==> config.mk <==
export PLATFORM = sky130hd
export DESIGN_NAME = mc_control_fsm
export DESIGN_NICKNAME = d
export VERILOG_FILES = /design/src/rtl/mc_control_fsm.sv
export SDC_FILE = /design/constraint.sdc
export NUM_CORES = 1
export LEC_CHECK = 0
export ABC_AREA = 0
export BUFFER_PORTS_ARGS = -buffer_cell sky130_fd_sc_hd__buf_2
export CORE_MARGIN = 2
export CORE_UTILIZATION = 25
export CTS_BUF_LIST = sky130_fd_sc_hd__clkbuf_8
export DETAILED_ROUTE_END_ITERATION = 7
export PLACE_DENSITY = 0.47
export RECOVER_POWER = 25
export SYNTH_ARGS = -nofsm -noshare
export SYNTH_HDL_FRONTEND = slang
export SYNTH_SLANG_ARGS = --single-unit
==> constraint.sdc <==
create_clock -name i_clk -period 1.8 [get_ports i_clk]
set_input_delay 0.09 -clock i_clk [delete_from_list [all_inputs] [get_ports i_clk]]
set_output_delay 0.09 -clock i_clk [all_outputs]
set_load 0.005 [all_outputs]
==> src/rtl/mc_control_fsm.sv <==
// mc_control_fsm: multicycle MIPS control unit.
// This is one Moore FSM with built-in ALU decode, memory wait-state handshake,
// bne/ori/addi/j support and a sticky illegal-instruction trap.
// Most outputs are registered from the next state. A few outputs are gated
// combinationally in the current cycle:
//   - irwrite and the fetch-time pcen by memready,
//   - the branch pcen by zero,
//   - the write enables and illegal by reset.
module mc_control_fsm #(
   parameter bit MEM_WAIT = 1'b1,
   parameter bit EXT_OPS  = 1'b1
) (
   input  logic       i_clk,
   input  logic       i_reset,
   input  logic [5:0] i_op,
   input  logic [5:0] i_funct,
   input  logic       i_zero,
   input  logic       i_memready,
   output logic       o_memwrite,
   output logic       o_iord,
   output logic       o_irwrite,
   output logic       o_regdst,
   output logic       o_memtoreg,
   output logic       o_regwrite,
   output logic       o_alusrca,
   output logic [1:0] o_alusrcb,
   output logic [2:0] o_alucontrol,
   output logic       o_zeroext,
   output logic       o_pcen,
   output logic [1:0] o_pcsrc,
   output logic       o_illegal,
   output logic [3:0] o_state
);

   typedef enum logic [3:0] {
      S_FETCH    = 4'd0,
      S_DECODE   = 4'd1,
      S_MEMADR   = 4'd2,
      S_MEMRD    = 4'd3,
      S_MEMWB    = 4'd4,
      S_MEMWR    = 4'd5,
      S_RTYPEEX  = 4'd6,
      S_RTYPEWB  = 4'd7,
      S_BEQEX    = 4'd8,
      S_ADDIEX   = 4'd9,
      S_IMMWB    = 4'd10,
      S_JEX      = 4'd11,
      S_BNEEX    = 4'd12,
      S_ORIEX    = 4'd13,
      S_ILLEGAL  = 4'd14
   } state_t;

   localparam logic [5:0] OP_LW    = 6'b100011;
   localparam logic [5:0] OP_SW    = 6'b101011;
   localparam logic [5:0] OP_RTYPE = 6'b000000;
   localparam logic [5:0] OP_BEQ   = 6'b000100;
   localparam logic [5:0] OP_BNE   = 6'b000101;
   localparam logic [5:0] OP_ADDI  = 6'b001000;
   localparam logic [5:0] OP_ORI   = 6'b001101;
   localparam logic [5:0] OP_J     = 6'b000010;

   localparam logic [2:0] ALU_ADD = 3'b010;
   localparam logic [2:0] ALU_SUB = 3'b110;
   localparam logic [2:0] ALU_AND = 3'b000;
   localparam logic [2:0] ALU_OR  = 3'b001;
   localparam logic [2:0] ALU_SLT = 3'b111;

   state_t     r_state;
   state_t     w_next;
   state_t     w_tgt;
   logic       w_memready;
   logic       w_funct_ok;
   logic [2:0] w_funct_alu;

   logic       r_memwrite;
   logic       r_iord;
   logic       r_irwrite;
   logic       r_regdst;
   logic       r_memtoreg;
   logic       r_regwrite;
   logic       r_alusrca;
   logic [1:0] r_alusrcb;
   logic [2:0] r_alucontrol;
   logic       r_zeroext;
   logic [1:0] r_pcsrc;
   logic       r_pc_uncond;  // pcen forced high (jump)
   logic       r_pc_mem;     // pcen follows memready (fetch)
   logic       r_pc_zero;    // pcen follows zero (beq)
   logic       r_pc_nzero;   // pcen follows ~zero (bne)
   logic       r_illegal;

   // Without wait states the memory is treated as always ready
   assign w_memready = MEM_WAIT ? i_memready : 1'b1;

   // R-type funct decode: legality and ALU operation
   always_comb begin
      w_funct_ok  = 1'b1;
      w_funct_alu = ALU_ADD;
      case (i_funct)
         6'b100000: w_funct_alu = ALU_ADD;
         6'b100010: w_funct_alu = ALU_SUB;
         6'b100100: w_funct_alu = ALU_AND;
         6'b100101: w_funct_alu = ALU_OR;
         6'b101010: w_funct_alu = ALU_SLT;
         default:   w_funct_ok  = 1'b0;
      endcase
   end

   // Next-state logic; memready matters only in FETCH/MEMRD/MEMWR
   always_comb begin
      w_next = S_FETCH;
      case (r_state)
         S_FETCH:   w_next = w_memready ? S_DECODE : S_FETCH;
         S_DECODE: begin
            case (i_op)
               OP_LW, OP_SW: w_next = S_MEMADR;
               OP_RTYPE:     w_next = w_funct_ok ? S_RTYPEEX : S_ILLEGAL;
               OP_BEQ:       w_next = S_BEQEX;
               OP_BNE:       w_next = EXT_OPS ? S_BNEEX  : S_ILLEGAL;
               OP_ADDI:      w_next = EXT_OPS ? S_ADDIEX : S_ILLEGAL;
               OP_ORI:       w_next = EXT_OPS ? S_ORIEX  : S_ILLEGAL;
               OP_J:         w_next = EXT_OPS ? S_JEX    : S_ILLEGAL;
               default:      w_next = S_ILLEGAL;
            endcase
         end
         S_MEMADR:  w_next = (i_op == OP_SW) ? S_MEMWR : S_MEMRD;
         S_MEMRD:   w_next = w_memready ? S_MEMWB : S_MEMRD;
         S_MEMWB:   w_next = S_FETCH;
         S_MEMWR:   w_next = w_memready ? S_FETCH : S_MEMWR;
         S_RTYPEEX: w_next = S_RTYPEWB;
         S_RTYPEWB: w_next = S_FETCH;
         S_BEQEX:   w_next = S_FETCH;
         S_BNEEX:   w_next = S_FETCH;
         S_ADDIEX:  w_next = S_IMMWB;
         S_ORIEX:   w_next = S_IMMWB;
         S_IMMWB:   w_next = S_FETCH;
         S_JEX:     w_next = S_FETCH;
         S_ILLEGAL: w_next = S_ILLEGAL;
         default:   w_next = S_FETCH;
      endcase
   end

   // Reset steers the target state to FETCH so the output registers load FETCH values
   assign w_tgt = i_reset ? S_FETCH : w_next;

   // State register plus Moore outputs registered from the state being entered
   always_ff @(posedge i_clk) begin
      r_state      <= w_tgt;
      r_memwrite   <= 1'b0;
      r_iord       <= 1'b0;
      r_irwrite    <= 1'b0;
      r_regdst     <= 1'b0;
      r_memtoreg   <= 1'b0;
      r_regwrite   <= 1'b0;
      r_alusrca    <= 1'b0;
      r_alusrcb    <= 2'b00;
      r_alucontrol <= ALU_ADD;
      r_zeroext    <= 1'b0;
      r_pcsrc      <= 2'b00;
      r_pc_uncond  <= 1'b0;
      r_pc_mem     <= 1'b0;
      r_pc_zero    <= 1'b0;
      r_pc_nzero   <= 1'b0;
      if (i_reset)
         r_illegal <= 1'b0;
      else if (w_tgt == S_ILLEGAL)
         r_illegal <= 1'b1;
      case (w_tgt)
         S_FETCH: begin
            r_alusrcb <= 2'b01;
            r_irwrite <= 1'b1;
            r_pc_mem  <= 1'b1;
         end
         S_DECODE:  r_alusrcb <= 2'b11;
         S_MEMADR: begin
            r_alusrca <= 1'b1;
            r_alusrcb <= 2'b10;
         end
         S_MEMRD:   r_iord <= 1'b1;
         S_MEMWB: begin
            r_memtoreg <= 1'b1;
            r_regwrite <= 1'b1;
         end
         S_MEMWR: begin
            r_iord     <= 1'b1;
            r_memwrite <= 1'b1;
         end
         S_RTYPEEX: begin
            r_alusrca    <= 1'b1;
            r_alucontrol <= w_funct_alu;
         end
         S_RTYPEWB: begin
            r_regdst   <= 1'b1;
            r_regwrite <= 1'b1;
         end
         S_BEQEX: begin
            r_alusrca    <= 1'b1;
            r_alucontrol <= ALU_SUB;
            r_pcsrc      <= 2'b01;
            r_pc_zero    <= 1'b1;
         end
         S_BNEEX: begin
            r_alusrca    <= 1'b1;
            r_alucontrol <= ALU_SUB;
            r_pcsrc      <= 2'b01;
            r_pc_nzero   <= 1'b1;
         end
         S_ADDIEX: begin
            r_alusrca <= 1'b1;
            r_alusrcb <= 2'b10;
         end
         S_ORIEX: begin
            r_alusrca    <= 1'b1;
            r_alusrcb    <= 2'b10;
            r_alucontrol <= ALU_OR;
            r_zeroext    <= 1'b1;
         end
         S_IMMWB:   r_regwrite <= 1'b1;
         S_JEX: begin
            r_pcsrc     <= 2'b10;
            r_pc_uncond <= 1'b1;
         end
         default: ;
      endcase
   end

   // Input-dependent gating; reset forces every write enable low immediately
   assign o_irwrite    = ~i_reset & r_irwrite & w_memready;
   assign o_pcen       = ~i_reset & (r_pc_uncond | (r_pc_mem & w_memready) |
                                     (r_pc_zero & i_zero) | (r_pc_nzero & ~i_zero));
   assign o_memwrite   = ~i_reset & r_memwrite;
   assign o_regwrite   = ~i_reset & r_regwrite;
   assign o_illegal    = ~i_reset & r_illegal;
   assign o_iord       = r_iord;
   assign o_regdst     = r_regdst;
   assign o_memtoreg   = r_memtoreg;
   assign o_alusrca    = r_alusrca;
   assign o_alusrcb    = r_alusrcb;
   assign o_alucontrol = r_alucontrol;
   assign o_zeroext    = r_zeroext;
   assign o_pcsrc      = r_pcsrc;
   assign o_state      = r_state;

endmodule

==> impl_metrics.ini <==
[outcome]
status = finished clean

[power]
internal_power_mw = 1.80
pwr-share-clk_pct = 10.5
power_frac_seq_pct = 26.5
switching_share_pct = 37.4
p_switching_mw = 1.08
p_leak_nw = 0.856
power_frac_comb_pct = 63.0
p_per_area_nw_per_um2 = 1480
irDropWorstVdd_mv = 0.599

[placed_design]
dpl.hpwl_um = 2620
dpl.cell_count = 269
place_congestion = 0.733
place_area_sq_um = 1780
numPortBuffers = 36

[sta]
grt_setup_unrepaired = yes
skew_ns = 0.00189
hold_viol = 0
setup_viol = 0
fmaxAchievable_mhz = 584
period_minus_slack_ns = 1.71
maxSlewViolCount = 0
fin_crit_sh_pct = 95.2
fin_setup_tns_ns = 0
worstMarginPinSlew_ns = 0.459
slew-limit-headroom_pct = 69.0

[global_route]
grt_max_degree = 14
grt-ovfl-total = 0
grtUsageTotal_pct = 11.4
antenna_found_initial = 0
grt_pass1_vias = 1197
grt_pass1_wl_um = 5510

[setup_path]
crit_top_cell = buf_4
criticalPathCategory = reg2reg
cp-end-kind = flop
reg2reg_to = o_iord
reg2reg_depth = 7
critPathArrivalTime_ns = 1.86
critPathLaunchType = flop
critical_path.max_stage_delay_ns = 0.38
rrSetupSlack_ns = 0.09
required_ns = 1.95
worst_path_max_delay_cell = dfxtp_4
worst-path-max-fanout = 8
r2r-start = o_state[1]
path_cells = nor4b_4 -> o41ai_2 -> and3_1 -> buf_4 -> buf_4 -> xnor2_2 -> nor3_2

[floorplan]
start_util_pct = 25.8
die_area_sq_um = 5870
io-pin-count = 37
die_h_um = 76.6
rows = 26
core_region_area_sq_um = 5110
die_w_um = 76.6

[synthesis]
yosys-top-cells-area = dfxtp_1, nor2_1, nor4b_4
yosysTopAreaCell = dfxtp_1
async_flop_share_pct = 0
synth_most_common_cell = dfxtp_1
synth_commonest_cells = dfxtp_1, nor2_1, nand2_1
yosysSeqAreaShare_pct = 34.9
synth_top_area_share_pct = 34.9
synth_top_flop_cell = dfxtp_1
synth_cells = 137
syn_area_sq_um = 1320
syn_area_per_cell_sq_um = 9.62
synth-edff-count = 0
synthesis.nets = 153
synth_seq_cells = 23
yosys.cell_types.count = 54
yosysWarnings = 0

[clocking]
worstSkewPairLatency_ns = 0.26
cts_hold_buf = 0
root_buffer = clkbuf_8
clock_sinks = 23
cts_buffer_depth = 2
ctsHtreeMaxLevel = 1
cts_tree = yes
cts.reportedPaths.clkPinSlew_ns = 0.08
numCtsBuffers = 3

[final_layout]
fin_nets = 224
area_growth_pct = 47.4
drive_gt1_share_pct = 50.7
n_antenna_cell = 0
layout.cells.non_filler = 277
fin_area_sq_um = 1940

[worst_hold_path]
min_path_cells = 3
min_path_type = in2reg
hp-start = i_funct[1]
holdPathEnd = o_alucontrol[2]

[detailed_routing]
ant_nets = 0
drt_iter0_markers = 33
drt-total-wl_um = 3350
vias_per_cell = 4.28
vias = 1185
wl_per_cell_um = 12.1
first_pass_iters = 4
drc = 0

[run]
cap_violations = 0
-- critical path, delay by kind of cell (launching register included) --
| kind | cells | cell delay (ns) |
|---|---|---|
| simple gates | 3 | 0.62 |
| buf+inv | 2 | 0.29 |
| compound gates | 1 | 0.17 |
| flops | 1 | 0.38 |
| xor+xnor | 1 | 0.16 |
-- per-layer routing --
metal	up-vias	wire length, um	global-route usage, %	share of wire (%)
li1	641	-	-	-
met1	520	1610	15.9	48
met2	22	1570	18.3	47
met3	2	150	1.54	4.5
met4	0	20	3.27	0.60
met5	-	0	0	0
-- registers in the layout (all words and copies together) (netlist names), 2 cells and up --
name,flops
o_alucontrol,3
o_state,4
o_pcsrc,2
o_alusrcb,2
-- cell families (layout without fill, tap and decap cells) --
group	count (synthesis)	count (layout)	share of synthesized area, %
flops	23	23	34.9
mux	4	4	3.04
buf+inv	11	81	5.79
compound gates	29	29	20.8
simple gates	67	67	33.4
xor+xnor	3	3	1.99
-- power groups by stage --
stage / sequential, mW / clock, mW / combinational, mW
after global routing: 0.785 / 0.340 / 1.97
after floorplan: 0.715 / 0 / 0.915
final: 0.761 / 0.301 / 1.81
after detailed placement: 0.761 / 0 / 1.57
after global placement: 0.761 / 0 / 1.58
after CTS: 0.759 / 0.314 / 1.62
-- repair_timing --
action	in CTS	in global routing
pin swaps	2	8
resized for setup	6	16
setup buffers	1	3
setup endpoints to repair	16	18
-- worst max path at each step --
stage | to | slack [ns] | cells after the start | start
after floorplan | o_alucontrol[1] | 0.09 | 7 | o_state[1]
final | o_iord | 0.09 | 7 | o_state[1]
after global placement | o_alucontrol[0] | -0.08 | 7 | o_state[1]
after detailed placement | o_alucontrol[2] | -0.06 | 5 | o_state[2]
after global routing | o_alucontrol[1] | -0.03 | 6 | o_state[1]
after CTS | o_alusrcb[1] | 0.009 | 7 | o_state[3]
-- placed cells by master (no fill, tap or decap), types with 2 or more instances in the layout --
cell type  count
nor4b_4        2
a32oi_1        2
o21bai_1       2
inv_1          4
nor2_1        13
a21oi_1        3
buf_2         35
nand4_1        2
buf_6          4
mux2i_1        4
xnor2_1        2
buf_4         31
dfxtp_4        3
o21ai_1        2
nand2b_1       6
nand2_1       11
inv_2          2
or3_1          2
nor2b_1        6
nand3_1        3
dfxtp_1       19
o211ai_2       2
clkbuf_8       3
nor3_1         5
-- metrics by stage --
step / worst slack (ns) / power (mW) / hold slack, ns / utilization, %
global placement: -0.0817 / 2.34 / 0.467 / 34.9
detailed placement: -0.0621 / 2.33 / 0.460 / 34.9
CTS: 0.00896 / 2.69 / 0.190 / 36.3
floorplan: 0.0912 / 1.63 / 0.194 / -
global route: -0.0325 / 3.09 / 0.202 / 38.0
finish: 0.0867 / 2.88 / 0.187 / 38.0
-- area by class of cell --
type	count	area [sq um]
clock buffer	3	41.3
clock inverter	1	3.75
fill	548	3170
inverter	5	18.8
multi-input combinational	103	841
sequential	23	473
tap	70	87.6
timing repair buffer	72	477
No activity file was read; power rests on OpenSTA's default activity.
